===== src/rtl/sram_arb_pkg.sv =====
// Shared types and constants for the two-port SRAM arbiter.
package sram_arb_pkg;

    typedef enum logic [1:0] {
        IDLE   = 2'd0,
        ACCESS = 2'd1,
        DONE   = 2'd2
    } arb_state_t;

    localparam logic OWN_CPU = 1'b0;
    localparam logic OWN_DBG = 1'b1;

    localparam int DATA_W          = 16;
    localparam int WAIT_CYCLES_DEF = 2;

endpackage


===== src/rtl/rr_pick2.sv =====
// Two-way combinational round-robin pick; req[0] is the CPU, req[1] the debug port.
module rr_pick2
    import sram_arb_pkg::*;
(
    input  logic [1:0] req,
    input  logic       last_owner,
    output logic       grant
);

    always_comb begin
        grant = OWN_CPU;
        if (req == 2'b10) begin
            grant = OWN_DBG;
        end else if (req == 2'b11) begin
            // On a tie, the port that did not win last time goes next
            grant = ~last_owner;
        end
    end

endmodule


===== src/rtl/sram_arbiter.sv =====
// Arbitrates a CPU port and a debug/loader port onto one asynchronous SRAM,
// holding OE/WE low for WAIT_CYCLES cycles per access.
module sram_arbiter
    import sram_arb_pkg::*;
#(
    parameter int WAIT_CYCLES = WAIT_CYCLES_DEF
) (
    input  logic        Clk,
    input  logic        Reset,

    input  logic        cpu_req,
    input  logic        cpu_we,
    input  logic [15:0] cpu_addr,
    input  logic [15:0] cpu_wdata,
    output logic        cpu_ack,
    output logic [15:0] cpu_rdata,

    input  logic        dbg_req,
    input  logic        dbg_we,
    input  logic [15:0] dbg_addr,
    input  logic [15:0] dbg_wdata,
    output logic        dbg_ack,
    output logic [15:0] dbg_rdata,

    output logic [15:0] ADDR,
    output logic [15:0] Data_to_SRAM,
    input  logic [15:0] Data_from_SRAM,
    output logic        OE,
    output logic        WE,
    output logic        busy,
    output logic        owner
);

    localparam logic [3:0] CNT_LOAD = 4'(WAIT_CYCLES - 1);

    arb_state_t  state;
    arb_state_t  state_nxt;
    logic [3:0]  cnt;
    logic [15:0] lat_addr;
    logic        lat_we;
    logic [15:0] lat_wdata;
    logic        owner_q;
    logic        last_owner;
    logic        grant;
    logic        any_req;

    assign any_req = cpu_req | dbg_req;
    assign ADDR    = lat_addr;
    assign owner   = owner_q;

    rr_pick2 u_pick (
        .req        ({dbg_req, cpu_req}),
        .last_owner (last_owner),
        .grant      (grant)
    );

    always_ff @(posedge Clk) begin
        if (Reset) begin
            state <= IDLE;
        end else begin
            state <= state_nxt;
        end
    end

    always_comb begin
        state_nxt    = state;
        OE           = 1'b1;
        WE           = 1'b1;
        Data_to_SRAM = '0;
        cpu_ack      = 1'b0;
        dbg_ack      = 1'b0;
        busy         = (state != IDLE);
        case (state)
            IDLE: begin
                if (any_req) begin
                    state_nxt = ACCESS;
                end
            end
            ACCESS: begin
                // Exactly one strobe is driven low, chosen by the latched access type
                OE = lat_we;
                WE = ~lat_we;
                if (lat_we) begin
                    Data_to_SRAM = lat_wdata;
                end
                if (cnt == 4'd0) begin
                    state_nxt = DONE;
                end
            end
            DONE: begin
                cpu_ack   = (owner_q == OWN_CPU);
                dbg_ack   = (owner_q == OWN_DBG);
                state_nxt = IDLE;
            end
            default: begin
                state_nxt = IDLE;
            end
        endcase
    end

    always_ff @(posedge Clk) begin
        if (Reset) begin
            cnt        <= 4'd0;
            lat_addr   <= '0;
            lat_we     <= 1'b0;
            lat_wdata  <= '0;
            owner_q    <= OWN_DBG;
            last_owner <= OWN_DBG;
            cpu_rdata  <= '0;
            dbg_rdata  <= '0;
        end else begin
            case (state)
                IDLE: begin
                    if (any_req) begin
                        owner_q   <= grant;
                        cnt       <= CNT_LOAD;
                        lat_addr  <= (grant == OWN_DBG) ? dbg_addr  : cpu_addr;
                        lat_we    <= (grant == OWN_DBG) ? dbg_we    : cpu_we;
                        lat_wdata <= (grant == OWN_DBG) ? dbg_wdata : cpu_wdata;
                    end
                end
                ACCESS: begin
                    if (cnt == 4'd0) begin
                        if (!lat_we) begin
                            if (owner_q == OWN_CPU) begin
                                cpu_rdata <= Data_from_SRAM;
                            end else begin
                                dbg_rdata <= Data_from_SRAM;
                            end
                        end
                    end else begin
                        cnt <= cnt - 4'd1;
                    end
                end
                DONE: begin
                    last_owner <= owner_q;
                end
                default: begin
                end
            endcase
        end
    end

endmodule


===== config.mk =====
export PLATFORM = sky130hd
export DESIGN_NAME = sram_arbiter
export DESIGN_NICKNAME = d
export VERILOG_FILES = /design/src/rtl/sram_arb_pkg.sv /design/src/rtl/rr_pick2.sv /design/src/rtl/sram_arbiter.sv
export SDC_FILE = /design/constraint.sdc
export NUM_CORES = 1
export LEC_CHECK = 0
export BUFFER_PORTS_ARGS = -buffer_cell sky130_fd_sc_hd__buf_4
export CORE_UTILIZATION = 35
export DETAILED_ROUTE_END_ITERATION = 8
export GPL_TIMING_DRIVEN = 0
export HOLD_SLACK_MARGIN = 0.1
export PLACE_DENSITY = 0.61
export SYNTH_ARGS = -nofsm -noshare
export SYNTH_HDL_FRONTEND = slang
export SYNTH_SLANG_ARGS = --single-unit
export TNS_END_PERCENT = 30

===== constraint.sdc =====
create_clock -name Clk -period 2.45 [get_ports Clk]
set_input_delay 0.3675 -clock Clk [delete_from_list [all_inputs] [get_ports Clk]]
set_output_delay 0.3675 -clock Clk [all_outputs]
set_load 0.05 [all_outputs]

==> flow_summary_export.csv <==
group,metric,value,unit
place,routabilityCongestion,0.710,
worst_setup_path,crit_type,"register to output pin",
route,ant_nets,0,
yosys,avgSynthCellArea,10.4,sq um
floorplan,rows,34,
min_path,holdCritPathClass,"primary input to register",
run,maxCapViolCount,0,
timing,finalHoldViolations,0,
pwr,p_int,0.00199,W
grt,gr-total-overflow,0,
timing,period_needed,2270,ps
min_path,whs_path_depth,3,
route,drtIter0Drc,72,
floorplan,dieArea,0.00955,sq mm
final_layout,final_common_cell,"buf_4",
worst_setup_path,worstPathMaxFanout,10,
clock_tree,insertion_delay,350,ps
yosys,netlist_area,0.00321,sq mm
timing,drv_slew,0,
grt,grt_pass1_vias,2944,
route,drt_wl_total,8770,um
clock_tree,hold_buffers,0,
timing,relSlewSlack,0.607,
pwr,p_clk_frac,0.281,
pwr,power_frac_comb,0.277,
clock_tree,cts_tree,"built",
yosys,synthesis.nets,395,
yosys,yosysWarnings,0,
floorplan,initial_core_util,0.364,
final_layout,drive_gt1_frac,0.383,
route,num_vias,2836,
route,viasPerCell,4.84,
pwr,power_frac_seq,0.443,
clock_tree,cts_resized,0,
timing,rsz0062_at_grt,"no",
final_layout,nets,561,
yosys,synth_ff_type,"dfxtp_1",
clock_tree,clock_sink_count,73,
pwr,swShare,0.346,
floorplan,fp.dieH,97.7,um
final_layout,area_delta_synth_final,46.1,%
clock_tree,post-cts-setup-buffers,0,
timing,setup_viol,0,
worst_setup_path,crit_arrival,1900,ps
status,violations,"DRC",
floorplan,io_pins,156,
yosys,ys_types,32,
clock_tree,clock-root-buffer,"clkbuf_8",
route,firstDrtPassIters,6,
floorplan,core,0.00881,sq mm
grt,grt_max_degree,15,
clock_tree,cts-buffers-inserted,9,
route,drc,8,
worst_setup_path,worstPathRequired,2080,ps
floorplan,die_w,97.7,um
worst_setup_path,startpoint_type,"register",
place,dp_hpwl,6620,um
clock_tree,htree_num_levels,3,
final_layout,final_cell_mix,"156 x buf_4, 73 x dfxtp_1, 65 x mux2i_1",
worst_setup_path,rr_worst_depth,6,
timing,setup_tns,0,ps
grt,grt_pass1_wl,14500,um
yosys,ys_seq_elements,73,
yosys,synth-edff-count,0,
timing,tightest_slew,588,ps
yosys,yosysSeqAreaShare,0.456,
clock_tree,clockBufferDepth,2,
place,port_buffers,155,
timing,finClkSkew,13.2,ps
yosys,synth_top_area_cell,"dfxtp_1",
yosys,yosysTopAreaCellShare,0.456,
pwr,p_sw,0.00106,W
yosys,syn_inst,307,
yosys,async_flop_share,0,
grt,antenna_found_initial,0,
final_layout,diodes,0,
pwr,power.density,652,mW/mm^2
worst_setup_path,crit_path_end_kind,"output pin",
status,outcome,"finished, violations left",
grt,grtUsageTotal,0.191,
clock_tree,path_clk_slew,80,ps
yosys,ys_top_cells_by_area,"dfxtp_1 46%, mux2i_1 20%, nand2b_1 10%",
timing,fmax,441,MHz
timing,fin_crit_sh,0.926,
pwr,peakVddDrop,0.281,mV
route,avgRoutedWirePerCell,15.0,um
final_layout,fin_util,0.532,
pwr,p_leak,2.16,nW
-- metrics by stage --
step / setup slack, ps / area, sq um / hold WS, ps / power (W) / instances
after floorplan: 601 / 3210 / 424 / 0.00191 / 307
after global placement: 579 / 4500 / 438 / 0.00222 / 570
after detailed placement: 546 / 4500 / 441 / 0.00223 / 570
after CTS: 164 / 4680 / 266 / 0.00309 / 586
after global routing: 41.1 / 4680 / 283 / 0.00321 / 586
final: 181 / 4680 / 282 / 0.00305 / 586
-- sequential cells by signal, indices dropped and copies added (netlist names) --
| name | flops |
|---|---|
| lat_wdata | 16 |
| owner | 1 |
| dbg_rdata | 16 |
| last_owner | 1 |
| ADDR | 16 |
| cpu_rdata | 16 |
| cnt | 4 |
| lat_we | 1 |
| state | 2 |
-- cell usage after synthesis (3+ instances only) --
library cell	count
dfxtp_1	73
mux2i_1	65
nand2b_1	51
o2bb2ai_1	33
clkbuf_1	20
and3_1	16
buf_2	6
a21oi_1	4
inv_1	4
nor2_1	4
nand2_1	3
o21ai_0	3
or3_1	3
or4_1	3
-- worst max-delay path, stage by stage (launching register included) --
cell and delay (ps):
dfxtp_1 410, clkbuf_1 300, clkbuf_1 410, and3_1 240, buf_4 200
-- final timing paths --
| kind | from | endpoint | slack, ps |
|---|---|---|---|
| max | lat_we$_SDFFE_PP0P_ | Data_to_SRAM[9] | 180 |
| min | cpu_wdata[3] | lat_wdata[3]$_SDFFE_PP0P_ | 280 |
| max reg2reg | cnt[0]$_SDFFE_PP0P_ | cpu_rdata[7]$_SDFFE_PP0P_ | 550 |
| min reg2reg | lat_wdata[12]$_SDFFE_PP0P_ | lat_wdata[12]$_SDFFE_PP0P_ | 460 |
-- cell type report --
type                       instances  area, sq um
buffer                            27          113
clock buffer                       9          124
clock inverter                     7         53.8
fill                             829         4120
inverter                           5         18.8
multi-input combinational        202         1610
sequential                        73         1460
tap                              108          135
timing repair buffer             155         1160
-- power by group through the flow --
| stage | clock [W] | sequential (W) | combinational (W) |
|---|---|---|---|
| 2_1_floorplan | 0 | 0.00157 | 0.000338 |
| 3_3_place_gp | 0 | 0.00137 | 0.000844 |
| 3_5_place_dp | 0 | 0.00138 | 0.000850 |
| 4_1_cts | 0.000888 | 0.00135 | 0.000852 |
| 5_1_grt | 0.000939 | 0.00137 | 0.000903 |
| 6_report | 0.000856 | 0.00135 | 0.000845 |
-- per-layer routing --
layer | vias to the layer above | track usage | wire length [um]
li1 | 1426 | - | -
met1 | 1333 | 0.245 | 3950
met2 | 64 | 0.315 | 4310
met3 | 13 | 0.0324 | 335
met4 | 0 | 0.0851 | 173
met5 | - | 0 | 0
-- kinds of logic after synthesis --
family,after synthesis,synth area share
flops,73,0.456
fa+ha+maj,2,0.00781
buf+inv,32,0.0410
compound gates,48,0.122
mux,65,0.203
simple gates,87,0.170
Note: power is estimated with default switching activity, not from simulation.
